### config.mk
export PLATFORM = sky130hd
export DESIGN_NAME = pwm_duty_bank_flat
export DESIGN_NICKNAME = d
export VERILOG_FILES = /design/src/rtl/pwm_duty_bank_pkg.sv /design/src/rtl/pwm_duty_bank_if.sv /design/src/rtl/pwm_duty_bank_slew_lane.sv /design/src/rtl/pwm_duty_bank.sv /design/src/flat_wrapper.sv
export SDC_FILE = /design/constraint.sdc
export NUM_CORES = 1
export LEC_CHECK = 0
export ABC_AREA = 1
export ABC_CLOCK_PERIOD_IN_PS = 3920
export CORE_MARGIN = 4
export CORE_UTILIZATION = 45
export DETAILED_ROUTE_END_ITERATION = 12
export PLACE_DENSITY = 0.76
export REMOVE_ABC_BUFFERS = 1
export SETUP_SLACK_MARGIN = 0.5
export SLEW_MARGIN = 20
export SYNTH_ARGS = -nofsm -noshare
export SYNTH_HDL_FRONTEND = slang
export SYNTH_SLANG_ARGS = --single-unit
### constraint.sdc
create_clock -name clock -period 3.92 [get_ports clock]
set_input_delay 0.392 -clock clock [delete_from_list [all_inputs] [get_ports clock]]
set_output_delay 0.392 -clock clock [all_outputs]
set_load 0.05 [all_outputs]
### src/rtl/pwm_duty_bank_pkg.sv
// Shared constants, register-select type and address decode helper for the PWM duty bank.
package pwm_duty_bank_pkg;

  localparam int DEF_NUM_CH = 4;
  localparam int DEF_DUTY_W = 8;
  localparam int ADDR_W     = 12;
  localparam int DATA_W     = 32;
  localparam int CNT_W      = 16;
  localparam int OFF_STEP   = 8;
  localparam int OFF_STATUS = 9;
  localparam int WIN_SIZE   = 10;

  typedef enum logic [1:0] {
    SEL_TARGET,
    SEL_STEP,
    SEL_STATUS,
    SEL_NONE
  } reg_sel_e;

  // Offsets NUM_CH..7 fall in the window but map to nothing.
  function automatic reg_sel_e decode_sel(input logic [ADDR_W-1:0] off, input int num_ch);
    if (off < ADDR_W'(num_ch))           return SEL_TARGET;
    else if (off == ADDR_W'(OFF_STEP))   return SEL_STEP;
    else if (off == ADDR_W'(OFF_STATUS)) return SEL_STATUS;
    else                                 return SEL_NONE;
  endfunction

endpackage

### src/rtl/pwm_duty_bank_if.sv
// Data-memory bus as seen by the duty bank: processor drives write/address, bank returns hit/read data.
interface pwm_duty_bank_if;
  logic        wren;
  logic [11:0] addr;
  logic [31:0] data_in;
  logic        hit;
  logic [31:0] rd_data;

  modport master (output wren, output addr, output data_in, input hit, input rd_data);
  modport slave  (input wren, input addr, input data_in, output hit, output rd_data);
endinterface

### src/rtl/pwm_duty_bank_slew_lane.sv
// One channel's active duty: moves toward target on frame ticks, limited by step (0 = jump).
module pwm_slew_lane #(
  parameter int DUTY_W = 8
) (
  input  logic              clock,
  input  logic              resetn,
  input  logic [DUTY_W-1:0] target_i,
  input  logic [DUTY_W-1:0] step_i,
  input  logic              frame_tick_i,
  output logic [DUTY_W-1:0] active_o,
  output logic              settled_o
);

  logic [DUTY_W-1:0] active_q, active_d;
  logic [DUTY_W:0]   sum, diff, tgt_x;

  // One extra bit so overshoot and borrow are visible instead of wrapping.
  assign tgt_x = {1'b0, target_i};
  assign sum   = {1'b0, active_q} + {1'b0, step_i};
  assign diff  = {1'b0, active_q} - {1'b0, step_i};

  always_comb begin
    active_d = active_q;
    if (frame_tick_i) begin
      if (step_i == '0)
        active_d = target_i;
      else if (active_q < target_i)
        active_d = (sum > tgt_x) ? target_i : sum[DUTY_W-1:0];
      else if (active_q > target_i)
        active_d = (diff[DUTY_W] || (diff < tgt_x)) ? target_i : diff[DUTY_W-1:0];
    end
  end

  always_ff @(posedge clock or negedge resetn) begin
    if (!resetn) active_q <= '0;
    else         active_q <= active_d;
  end

  assign active_o  = active_q;
  assign settled_o = (active_q == target_i);

endmodule

### src/rtl/pwm_duty_bank.sv
// Memory-mapped duty register bank: CPU targets, frame counter and read-back; per-channel slew lanes.
module pwm_duty_bank
  import pwm_duty_bank_pkg::*;
#(
  parameter int                NUM_CH       = DEF_NUM_CH,
  parameter int                DUTY_W       = DEF_DUTY_W,
  parameter logic [ADDR_W-1:0] BASE_ADDR    = 12'hFF0,
  parameter int                FRAME_CYCLES = 256
) (
  input  logic                     clock,
  input  logic                     resetn,
  pwm_duty_bank_if.slave           bus,
  output logic [NUM_CH*DUTY_W-1:0] duty_out,
  output logic                     frame_tick,
  output logic [NUM_CH-1:0]        settled
);

  logic [ADDR_W-1:0] off;
  reg_sel_e          sel;
  logic              wr_en;
  logic [DUTY_W-1:0] target_q [NUM_CH];
  logic [DUTY_W-1:0] step_q;
  logic [CNT_W-1:0]  cnt_q;
  logic [DATA_W-1:0] rd_data_q, rd_data_d;

  assign off      = bus.addr - BASE_ADDR;
  assign bus.hit  = (off < ADDR_W'(WIN_SIZE));
  assign sel      = decode_sel(off, NUM_CH);
  assign wr_en    = bus.wren && bus.hit;
  assign frame_tick = (cnt_q == CNT_W'(FRAME_CYCLES - 1));

  always_comb begin
    rd_data_d = '0;
    case (sel)
      SEL_TARGET: begin
        for (int i = 0; i < NUM_CH; i++)
          if (off == ADDR_W'(i)) rd_data_d[DUTY_W-1:0] = target_q[i];
      end
      SEL_STEP:   rd_data_d[DUTY_W-1:0] = step_q;
      SEL_STATUS: begin
        rd_data_d[31:16]       = cnt_q;
        rd_data_d[NUM_CH-1:0]  = settled;
      end
      default:    rd_data_d = '0;
    endcase
  end

  always_ff @(posedge clock or negedge resetn) begin
    if (!resetn) begin
      for (int i = 0; i < NUM_CH; i++) target_q[i] <= '0;
      step_q    <= '0;
      cnt_q     <= '0;
      rd_data_q <= '0;
    end else begin
      cnt_q     <= frame_tick ? '0 : cnt_q + 1'b1;
      rd_data_q <= rd_data_d;
      for (int i = 0; i < NUM_CH; i++)
        if (wr_en && (sel == SEL_TARGET) && (off == ADDR_W'(i)))
          target_q[i] <= bus.data_in[DUTY_W-1:0];
      if (wr_en && (sel == SEL_STEP))
        step_q <= bus.data_in[DUTY_W-1:0];
    end
  end

  assign bus.rd_data = rd_data_q;

  // Lanes see pre-edge target/step, so a write on the tick cycle lands one frame later.
  for (genvar g = 0; g < NUM_CH; g++) begin : g_lane
    pwm_slew_lane #(.DUTY_W(DUTY_W)) u_lane (
      .clock        (clock),
      .resetn       (resetn),
      .target_i     (target_q[g]),
      .step_i       (step_q),
      .frame_tick_i (frame_tick),
      .active_o     (duty_out[g*DUTY_W +: DUTY_W]),
      .settled_o    (settled[g])
    );
  end

endmodule
### src/flat_wrapper.sv
// flat-port wrapper written by rule: the top's interface ports become plain ports
module pwm_duty_bank_flat import pwm_duty_bank_pkg::*;
#(
  parameter int                NUM_CH       = DEF_NUM_CH,
  parameter int                DUTY_W       = DEF_DUTY_W,
  parameter logic [ADDR_W-1:0] BASE_ADDR    = 12'hFF0,
  parameter int                FRAME_CYCLES = 256
)
  (clock, resetn, duty_out, frame_tick, settled, bus_wren, bus_addr, bus_data_in, bus_hit, bus_rd_data);
  pwm_duty_bank_if bus_i ();
  input  logic clock;
  input  logic resetn;
  output logic [NUM_CH*DUTY_W-1:0] duty_out;
  output logic frame_tick;
  output logic [NUM_CH-1:0] settled;
  input wire logic [$bits(bus_i.wren)-1:0] bus_wren;
  input wire logic [$bits(bus_i.addr)-1:0] bus_addr;
  input wire logic [$bits(bus_i.data_in)-1:0] bus_data_in;
  output wire logic [$bits(bus_i.hit)-1:0] bus_hit;
  output wire logic [$bits(bus_i.rd_data)-1:0] bus_rd_data;
  assign bus_i.wren = bus_wren;
  assign bus_i.addr = bus_addr;
  assign bus_i.data_in = bus_data_in;
  assign bus_hit = bus_i.hit;
  assign bus_rd_data = bus_i.rd_data;
  pwm_duty_bank #(.NUM_CH(NUM_CH), .DUTY_W(DUTY_W), .BASE_ADDR(BASE_ADDR), .FRAME_CYCLES(FRAME_CYCLES)) u_core (.clock(clock), .resetn(resetn), .bus(bus_i), .duty_out(duty_out), .frame_tick(frame_tick), .settled(settled));
endmodule
==> summary.txt <==
Status
  • Status: completed

Timing
  • Final Max Tran Viols: 0
  • Final Hold Fails: 0
  • Skew final: 0.00741 ns
  • Slew headroom: 42.8%
  • Setup-failing EPs final: 0
  • Part of the cycle the worst path needs: 84.7%
  • Final worst path period need: 3.32 ns
  • Worst-margin pin slew: 0.857 ns
  • Fmax: 301 MHz
  • RSZ-0062 raised after global routing: true
  • TNS Setup: 0 ns

Floorplanning
  • Die W: 167 um
  • Area of the core: 24600 sq um
  • IO Count: around 120
  • Floorplan row count: 57
  • Initial Utilization: 46.2%
  • Die area: 27900 sq um
  • Die height: 167 um

Logic synthesis
  • Yosys warnings: 0
  • Number of synthesized flops with an enable pin: 0
  • Synth cell types: 48
  • Synth top area share: 24.7%
  • Cell count after synthesis: 1598
  • Yosys reg bits: between 100 and 150
  • Most numerous cell in the Yosys netlist: nand2_1
  • Post-synth top area cell: dfrtp_1
  • Most common library cells after synthesis: 409 x nand2_1, 242 x inv_1, 231 x nand3_1, 157 x ha_1, 112 x dfrtp_1
  • Synthesized area: 11400 sq um
  • Post-synthesis sequential area ratio: 24.7%
  • Synth area leaders: dfrtp_1 25%, ha_1 17%, nand2_1 14%, nand3_1 10%, inv_1 8.0%
  • Syn Area/Cell: about 7.1 sq um
  • Top FF cell, synth: dfrtp_1
  • Post-synth ARST share: 100%

Placement
  • DP Wirelength: 25800 um
  • Port Buffers: 84
  • Placed insts: 1995
  • Final GP Congestion: 0.961

Clocking
  • Clock slew at reported path FFs: 0.08 ns
  • Htree depth: 3
  • CTS Buf Count: 9
  • Clock Tree Buf Depth: 2
  • Clock latency at the later pin of the worst-skew pair: 0.37 ns
  • CTS tree: done
  • Clock root cell: clkbuf_16
  • Cts hold-fix bufs: 0
  • Sink Count: ~110

Global routing
  • Largest net degree at the start of global routing: 61
  • First-pass GRT wire length: about 55000 um
  • Total gr overflow: 0
  • Tot GR Track Use: 24.1%
  • Initial antenna violation count: 0
  • Vias in the first global route: about 10000

Critical path
  • CP arrival: ~3.6 ns
  • Worst setup SP type: flip-flop
  • Reg-to-reg slack, setup: ~0.6 ns
  • Crit-path slowest cell: dfrtp_4
  • Crit Path Category: reg -> reg
  • Crit. End Element: flip-flop
  • Most frequent CP cell: nand2_1
  • Critical Path RT: ~4.2 ns
  • CP Cell Sequence: buf_4 > fa_2 > nand3_1 > nand2_1 > nand2_2 > nand2_1 > xor2_2 > inv_1 > ha_1 > nand2_1 > nor2_2 > nand2_1 > nand3_1 > nand2_1 > nand2_2 > nand2_4 > nand2_4 > nand2_1 > nand3_2 > nand3_1 > nand2_1 > nand2_1
  • Worst r2r path cells: 22
  • Critical Path Fanout Max: 9
  • Largest stage delay on the critical path: approximately 0.50 ns
  • WP buf/inv: 2
  • Top delay family on crit path: simple AND/OR/NAND/NOR gates
  • Worst r2r src: u_core.step_q[1]$_DFFE_PN0P_
  • Worst reg2reg path endpoint: u_core.g_lane[3].u_lane.active_o[4]$_DFFE_PN0P_

Final layout
  • Area Overhead vs Synth: 17.3%
  • Antenna fix cells: 0
  • Non-filler cells, final: 2028
  • Layout cells sized above 1: 11.6%
  • Fillers: 2325
  • Fin nets: between 1500 and 2000

Route
  • # DRC: 0
  • Routed wire length: about 35000 um
  • Via density per instance: 5.49
  • Vias: 11100
  • DR pass1 iterations: 6
  • Per-cell routed wire length: 17.3 um
  • Initial DRC Count: roughly 1000
  • Final ANT Viol Nets: 0

Pwr
  • P per Cell Area: 164 nW/um^2
  • IR drop worst, VDD: 0.000195 V
  • Pleak: 0.00721 uW

Hold path
  • Worst Hold Class: in -> async

Run
  • Max cap viols: 0
==> what timing repair did <==
item / in CTS / in global routing
pin swaps: 0 / 28
gates resized for setup: 13 / 83
setup endpoints to repair: 32 / 33
buffers inserted: 8 / 9
==> power breakdown <==
part | internal [uW] | total, uW | switching (uW)
combinational | 26.6 | 96.9 | 70.2
sequential | 1150 | 1150 | 0.0223
clock | 444 | 940 | 495
total | 1620 | 2190 | 566
==> state kept, by name (all words and copies together), names as in the netlist <==
name	cells
u_core.step_q	8
u_core.g_lane.u_lane.active_o	32
u_core.cnt_q	16
u_core.target_q	32
u_core.bus.rd_data	24
==> placed cells by master, fill, tap and decap left out, drive strengths merged <==
cell | Yosys | final
a21boi | 4 | 4
a21o | 4 | 4
a21oi | 96 | 96
a31o | 1 | 1
and3 | 1 | 1
buf | 36 | 42
clkbuf | 6 | 10
clkdlybuf4s50 | 0 | 83
clkinv | 0 | 3
clkinvlp | 0 | 1
conb | 1 | 8
dfrtp | 112 | 112
fa | 8 | 8
ha | 157 | 157
inv | 250 | 252
nand2 | 428 | 428
nand3 | 235 | 235
nand3b | 4 | 4
nand4 | 29 | 29
nor2 | 74 | 74
nor3 | 16 | 16
o2111ai | 7 | 7
o211ai | 9 | 9
o21a | 1 | 1
o21ai | 49 | 49
o21bai | 6 | 6
o221ai | 7 | 7
o311ai | 1 | 1
o31ai | 4 | 4
or2 | 3 | 3
xnor2 | 4 | 4
xor2 | 45 | 45
==> worst max-delay path by stage <==
stage	endpoint	cells after the start	startpoint	slack (ns)
after detailed placement	u_core.g_lane[0].u_lane.active_o[0]$_DFFE_PN0P_	21	u_core.step_q[1]$_DFFE_PN0P_	-0.14
after CTS	u_core.g_lane[1].u_lane.active_o[0]$_DFFE_PN0P_	22	u_core.step_q[0]$_DFFE_PN0P_	0.51
after global placement	u_core.g_lane[0].u_lane.active_o[0]$_DFFE_PN0P_	21	u_core.step_q[1]$_DFFE_PN0P_	-0.03
after global routing	u_core.g_lane[3].u_lane.active_o[4]$_DFFE_PN0P_	22	u_core.step_q[1]$_DFFE_PN0P_	0.40
after floorplan	u_core.g_lane[0].u_lane.active_o[1]$_DFFE_PN0P_	9	u_core.step_q[1]$_DFFE_PN0P_	0.58
final	u_core.g_lane[3].u_lane.active_o[4]$_DFFE_PN0P_	22	u_core.step_q[1]$_DFFE_PN0P_	0.60
==> cell families after synthesis <==
logic type      count (synthesis)  share of synthesized area, %
simple gates                  790                          31.9
xor+xnor                       49                          3.78
buf+inv                       292                          10.8
compound gates                189                          10.1
fa+ha+maj                     165                          18.7
flops                         112                          24.7
other cells                     1                        0.0330
==> cell type report <==
| type | count | area [sq um] | share of cell area, % |
|---|---|---|---|
| Tap cell | 324 | 405 | 3.04 |
| Timing Repair Buffer | 125 | 1180 | 8.89 |
| Inverter | 250 | 945 | 7.09 |
| Clock buffer | 10 | 229 | 1.72 |
| Sequential cell | 112 | 2810 | 21.1 |
| Multi-Input combinational cell | 1201 | 7700 | 57.8 |
| Clock inverter | 6 | 50.0 | 0.376 |
==> worst register-to-register path, cell delays in order (launching register included) <==
cell	delay (ns)
dfrtp_4	0.50
buf_4	0.18
fa_2	0.39
nand3_1	0.09
nand2_1	0.10
nand2_2	0.09
nand2_1	0.09
xor2_2	0.25
inv_1	0.08
ha_1	0.30
nand2_1	0.10
nor2_2	0.13
nand2_1	0.06
nand3_1	0.07
nand2_1	0.08
nand2_2	0.09
nand2_4	0.09
nand2_4	0.12
nand2_1	0.07
nand3_2	0.07
nand3_1	0.08
nand2_1	0.13
nand2_1	0.05
==> metrics by stage <==
stage               util [%]  cell area [sq um]  total power (uW)  setup slack [ns]  hold slack (ns)
global placement        50.9              12500              1270           -0.0286            0.466
finish                  54.2              13300              2190             0.601           0.0864
detailed placement      50.9              12500              1270            -0.145            0.469
CTS                     52.5              12900              2190             0.514            0.132
global route            54.2              13300              2250             0.396            0.145
floorplan                  -              11100              1220             0.583           0.0964
==> per-layer routing <==
layer  global-route usage [%]  up-vias  routed length, um
li1                         -     5412                  -
met4                     10.2        0               1260
met2                     37.9      465              15900
met1                     33.0     5176              15200
met5                        0        -                  0
met3                     3.93       88               2840
No activity file was read; power rests on OpenSTA's default activity.
==> edit 1: new RTL, same settings <==
Make the reset (`resetn`) synchronous in 2 clocked blocks.
--- a/src/rtl/pwm_duty_bank_slew_lane.sv
+++ b/src/rtl/pwm_duty_bank_slew_lane.sv
@@ -31,7 +31,7 @@
     end
   end
 
-  always_ff @(posedge clock or negedge resetn) begin
+  always_ff @(posedge clock) begin
     if (!resetn) active_q <= '0;
     else         active_q <= active_d;
   end
--- a/src/rtl/pwm_duty_bank.sv
+++ b/src/rtl/pwm_duty_bank.sv
@@ -45,7 +45,7 @@
     endcase
   end
 
-  always_ff @(posedge clock or negedge resetn) begin
+  always_ff @(posedge clock) begin
     if (!resetn) begin
       for (int i = 0; i < NUM_CH; i++) target_q[i] <= '0;
       step_q    <= '0;
Function: differs if resetn is asserted again (counterexample within 4 cycles, from zero or initial values and one cycle with resetn low); with resetn held inactive, the same outputs for 4 cycles.
==> edit 1 against the original RTL <==
- sequential cell count is the same
- clock skew grew 0.0039 ns
- highest routed layer unchanged
- area after synthesis shrank 3.1%
- largest cell class unchanged
- routed wire length shrank 1.7%
- setup slack gained 0.026 ns
- register-to-register slack gained 0.06 ns
- design area shrank 2.3%
Power is not compared: it rests on default switching activity, and its combinational part moved more than twofold at a synthesized area within 25%.
==> edit 1: results (changes against the original RTL) <==
dpl ws 0.2774 ns (was -0.1449 ns); post_cts resized 3 (was 13); worst hold slack 0.4596 ns (was 0.08635 ns); GRT Util Overall 0.2495 (was 0.2412); vias in the first global route 10,280 (was 10,460); HPWL Detailed 26,280 um (was 25,810 um); routing usage on met3 0.06464 (was 0.03935); DR iter-0 viols 1,073 (was 1,046); Metal-1 WL 14,420 um (was 15,160 um); Non-Filler Instances 2,005 (was 2,028); library cells used by synthesis 63 (was 48); FFs w/ async S/R, synth 0 (was 1.000); CP max stage cell clkdlybuf4s50_1 (was dfrtp_4); worst r2r src u_core.step_q[1]$_SDFFE_PN0P_ (was u_core.step_q[1]$_DFFE_PN0P_); met1 Track Usage GR 0.3307 (was 0.3297); Post-synth top cells 350 x nand2_1, 225 x inv_1, 168 x nand3_1, 157 x ha_1, 156 x a21oi_1 (was 409 x nand2_1, 242 x inv_1, 231 x nand3_1, 157 x ha_1, 112 x dfrtp_1); EDFF count, synth 32 (was 0); first-pass GRT wire length 53,820 um (was 54,840 um); Critical Path Fanout Max 4 (was 9); syn avg cell area 7.001 um^2 (was 7.110 um^2); layout cell share with drive strength beyond 1 0.1180 (was 0.1156); r2r worst-path depth 23 (was 22); Hold Crit Class reg -> reg (was in -> async); largest net degree at the start of global routing 39 (was 61); Synth area leaders ha_1 18%, dfxtp_1 15%, nand2_1 12%, edfxtp_1 8.7%, inv_1 7.7% (was dfrtp_1 25%, ha_1 17%, nand2_1 14%, nand3_1 10%, inv_1 8.0%); average wire per standard cell 17.22 um (was 17.32 um); Post CTS Setup Buffer Count 2 (was 8); worst slew pin tran 0.8685 ns (was 0.8574 ns); GRT met2 Usage 0.3990 (was 0.3794); R2R Setup Slk 0.66 ns (was 0.60 ns); Placer Congestion 0.9602 (was 0.9612); status finished clean (unchanged)
edit 1: changes by cell type after synthesis, moves of 30 or more:
cell and delta:
dfrtp_1 -112, dfxtp_1 +80, nand3_1 -63, a21oi_1 +61, nand2_1 -59, nor2_1 +48, o21ai_0 +33, edfxtp_1 +32
o21ai_1 -30
edit 1: area by class of cell:
type / count / share of cell area
multi-input combinational: 1180 / 0.5822
sequential: 112 / 0.1975
timing repair buffer: 134 / 0.09568
inverter: 244 / 0.07174
tap: 319 / 0.03068
clock buffer: 10 / 0.01760
clock inverter: 6 / 0.004616
edit 1: cells by family after synthesis:
logic type | count (synthesis) | synth area share
AO/OA/AOI/OAI | 261 | 0.1416
XOR/XNOR | 36 | 0.02863
adder cells (fa/ha/maj) | 165 | 0.1929
buffers and inverters | 289 | 0.1084
flip-flops | 112 | 0.2327
other | 1 | 0.0003405
AND/OR/NAND/NOR | 709 | 0.2954
edit 1: worst max path at each step:
stage,depth (start not counted),start,end,slack [ns]
2_1_floorplan,9,u_core.step_q[1]$_SDFFE_PN0P_,u_core.g_lane[3].u_lane.active_o[7]$_SDFFE_PN0P_,0.67
3_3_place_gp,21,u_core.step_q[0]$_SDFFE_PN0P_,u_core.g_lane[2].u_lane.active_o[3]$_SDFFE_PN0P_,0.30
3_5_place_dp,21,u_core.step_q[0]$_SDFFE_PN0P_,u_core.g_lane[2].u_lane.active_o[3]$_SDFFE_PN0P_,0.28
4_1_cts,23,u_core.step_q[3]$_SDFFE_PN0P_,u_core.g_lane[1].u_lane.active_o[5]$_SDFFE_PN0P_,0.52
5_1_grt,21,u_core.step_q[2]$_SDFFE_PN0P_,u_core.g_lane[0].u_lane.active_o[4]$_SDFFE_PN0P_,0.46
6_report,7,u_core.target_q[0][6]$_SDFFCE_PN0P_,settled[0],0.63
==> edit 2: new RTL, same flow settings <==
Made on the original files. Set the package constant `DEF_NUM_CH` to 8 (it was 4).
--- a/src/rtl/pwm_duty_bank_pkg.sv
+++ b/src/rtl/pwm_duty_bank_pkg.sv
@@ -1,7 +1,7 @@
 // Shared constants, register-select type and address decode helper for the PWM duty bank.
 package pwm_duty_bank_pkg;
 
-  localparam int DEF_NUM_CH = 4;
+  localparam int DEF_NUM_CH = 8;
   localparam int DEF_DUTY_W = 8;
   localparam int ADDR_W     = 12;
   localparam int DATA_W     = 32;
Interface: changed (resized duty_out and settled); port bits go from 117 to 153. The function was not compared with the original's and may differ.
==> edit 2 against the original RTL <==
- first-iteration DRC count increased by 120%
- power rose to 2.8 times the old value
- clock skew rose by 0.0094 ns
- design area rose by 91%
- cell count grew 90%
- area after synthesis grew 83%
- die area up 79%
- maximum frequency is 5.6% lower
- worst hold slack improved by 0.38 ns
- sequential cell count up 64
- setup slack got worse by 0.20 ns
- routed wire length increased by 97%
- largest cell class unchanged
==> edit 2: results (changes against the original RTL) <==
first-pass GRT wire length 101,400 um (was 54,840 um); Hold Crit Class reg -> reg (was in -> async); worst hold slack 0.4706 ns (was 0.08635 ns); H-tree levels 4 (was 3); Synth area leaders dfrtp_1 21%, ha_1 19%, nand2_1 16%, nand3_1 10%, inv_1 7.6% (was dfrtp_1 25%, ha_1 17%, nand2_1 14%, nand3_1 10%, inv_1 8.0%); HPWL Detailed 48,510 um (was 25,810 um); Arrival @ worst endpoint 3.92 ns (was 3.58 ns); Leakage 13.87 nW (was 7.209 nW); post-DR vias/cell 5.638 (was 5.494); sequential cell area fraction in the yosys report 0.2116 (was 0.2467); number of diodes 0 (unchanged); root cell of the clock tree clkbuf_16 (unchanged); Fin Clk Skew 0.01685 ns (was 0.007409 ns); Placer Congestion 0.9694 (was 0.9612); GRT Util Overall 0.2528 (was 0.2412); hold endpoint u_core.cnt_q[15]$_DFF_PN0_; average wire per standard cell 17.91 um (was 17.32 um); Post-synth top cells 881 x nand2_1, 429 x nand3_1, 424 x inv_1, 313 x ha_1, 208 x a21oi_1 (was 409 x nand2_1, 242 x inv_1, 231 x nand3_1, 157 x ha_1, 112 x dfrtp_1); Critical Path Fanout Max 6 (was 9); crit path from u_core.step_q[6]$_DFFE_PN0P_ (was u_core.step_q[1]$_DFFE_PN0P_); r2r worst-path depth 20 (was 22); Main synth FF type dfrtp_1 (unchanged); layout cell share with drive strength beyond 1 0.1671 (was 0.1156); clk buf depth 2 (unchanged); Buffers on Ports 120 (was 84); initial antenna violation count 0 (unchanged); Post-Place Cell Area 22,540 um^2 (was 12,530 um^2); Inserted Clock Buffers 17 (was 9); vias in the first global route 19,070 (was 10,460); VDD IR max 224.8 uV (was 194.7 uV); Final #Nets 3,619 (was 1,911); largest net degree at the start of global routing 98 (was 61); clk slew on worst S/H paths 0.08 ns (about the same); status finished clean (unchanged); R2R Setup Slk 0.40 ns (was 0.60 ns); worst slew pin tran 1.127 ns (was 0.8574 ns); Crit Path Category reg -> reg (unchanged); fillers 4,173 (was 2,325); DR iter-0 viols 2,315 (was 1,046); Final Cell Area 25,390 um^2 (was 13,320 um^2); Pre-antenna DRT Iters 7 (was 6); hold path depth 1; Hold Crit Start u_core.cnt_q[15]$_DFF_PN0_; worst skew pair latency 0.52 ns (was 0.37 ns); r2r endpoint u_core.g_lane[2].u_lane.active_o[4]$_DFFE_PN0P_ (was u_core.g_lane[3].u_lane.active_o[4]$_DFFE_PN0P_); library cells used by synthesis 55 (was 48)
edit 2: worst max-delay path, stage by stage, from the launching register on:
cell        delay (ns)
dfrtp_1           0.39
clkinvlp_4        0.19
buf_4             0.20
ha_1              0.42
inv_1             0.14
nor3_1            0.23
nand2_1           0.10
nand3_1           0.11
xor2_1            0.23
inv_1             0.09
ha_1              0.31
nand3_2           0.10
nor2_2            0.16
nor2_2            0.08
buf_4             0.14
nand2_2           0.09
nand3_1           0.11
nand3_2           0.10
nand3_2           0.10
nand2_1           0.07
nand2_1           0.04
edit 2: cell type report:
class | count | area [um^2] | share of cell area
Clock buffer | 17 | 425.4 | 0.01676
Inverter | 441 | 1674 | 0.06594
Sequential cell | 176 | 4407 | 0.1736
Multi-Input combinational cell | 2392 | 15890 | 0.6257
Tap cell | 600 | 750.7 | 0.02957
Timing Repair Buffer | 215 | 2038 | 0.08029
Clock inverter | 15 | 206.4 | 0.008132
edit 2: routing by layer:
layer,track usage,share of wire,vias to the layer above
li1,-,-,10420
met1,0.3401,0.41,10050
met2,0.4065,0.45,1052
met3,0.04513,0.090,221
met4,0.09604,0.046,0
met5,0,0,-
edit 2: logic make-up (layout without fill, tap and decap cells):
kind of cell	Yosys count	in the layout	share of synthesized area
xor gates and xnor gates	76	76	0.03198
other	1	8	0.0001802
adders and majority gates	329	329	0.2036
AOI/OAI and AO/OA	387	387	0.1083
DFF	176	176	0.2116
and+or+nand+nor	1582	1592	0.3394
buffers and inverters	520	688	0.1049
edit 2: timing repair:
| action | in CTS | in global routing |
|---|---|---|
| hold buffers | 1 | 0 |
| cloned | 0 | 13 |
| gates resized for setup | 27 | 351 |
| buffers inserted | 0 | 56 |
| setup endpoints to repair | 65 | 64 |
| pin swaps | 6 | 107 |
| endpoints found under the hold margin | 50 | 0 |
edit 2: stage by stage:
| stage | setup WS, ns | utilization | cells | total power, mW |
|---|---|---|---|---|
| floorplan | -0.2636 | - | 2999 | 3.162 |
| global placement | 0.3344 | 0.4946 | 3754 | 3.540 |
| detailed placement | 0.2687 | 0.4946 | 3754 | 3.564 |
| CTS | 0.4227 | 0.5104 | 3787 | 5.462 |
| global route | 0.2622 | 0.5570 | 3856 | 6.400 |
| finish | 0.4028 | 0.5570 | 3856 | 6.081 |
edit 2: where the power goes:
| group | internal [mW] | switching, mW |
|---|---|---|
| registers | 1.82 | 0.00181 |
| clock network | 0.878 | 0.986 |
| logic | 0.897 | 1.50 |
| total | 3.59 | 2.49 |
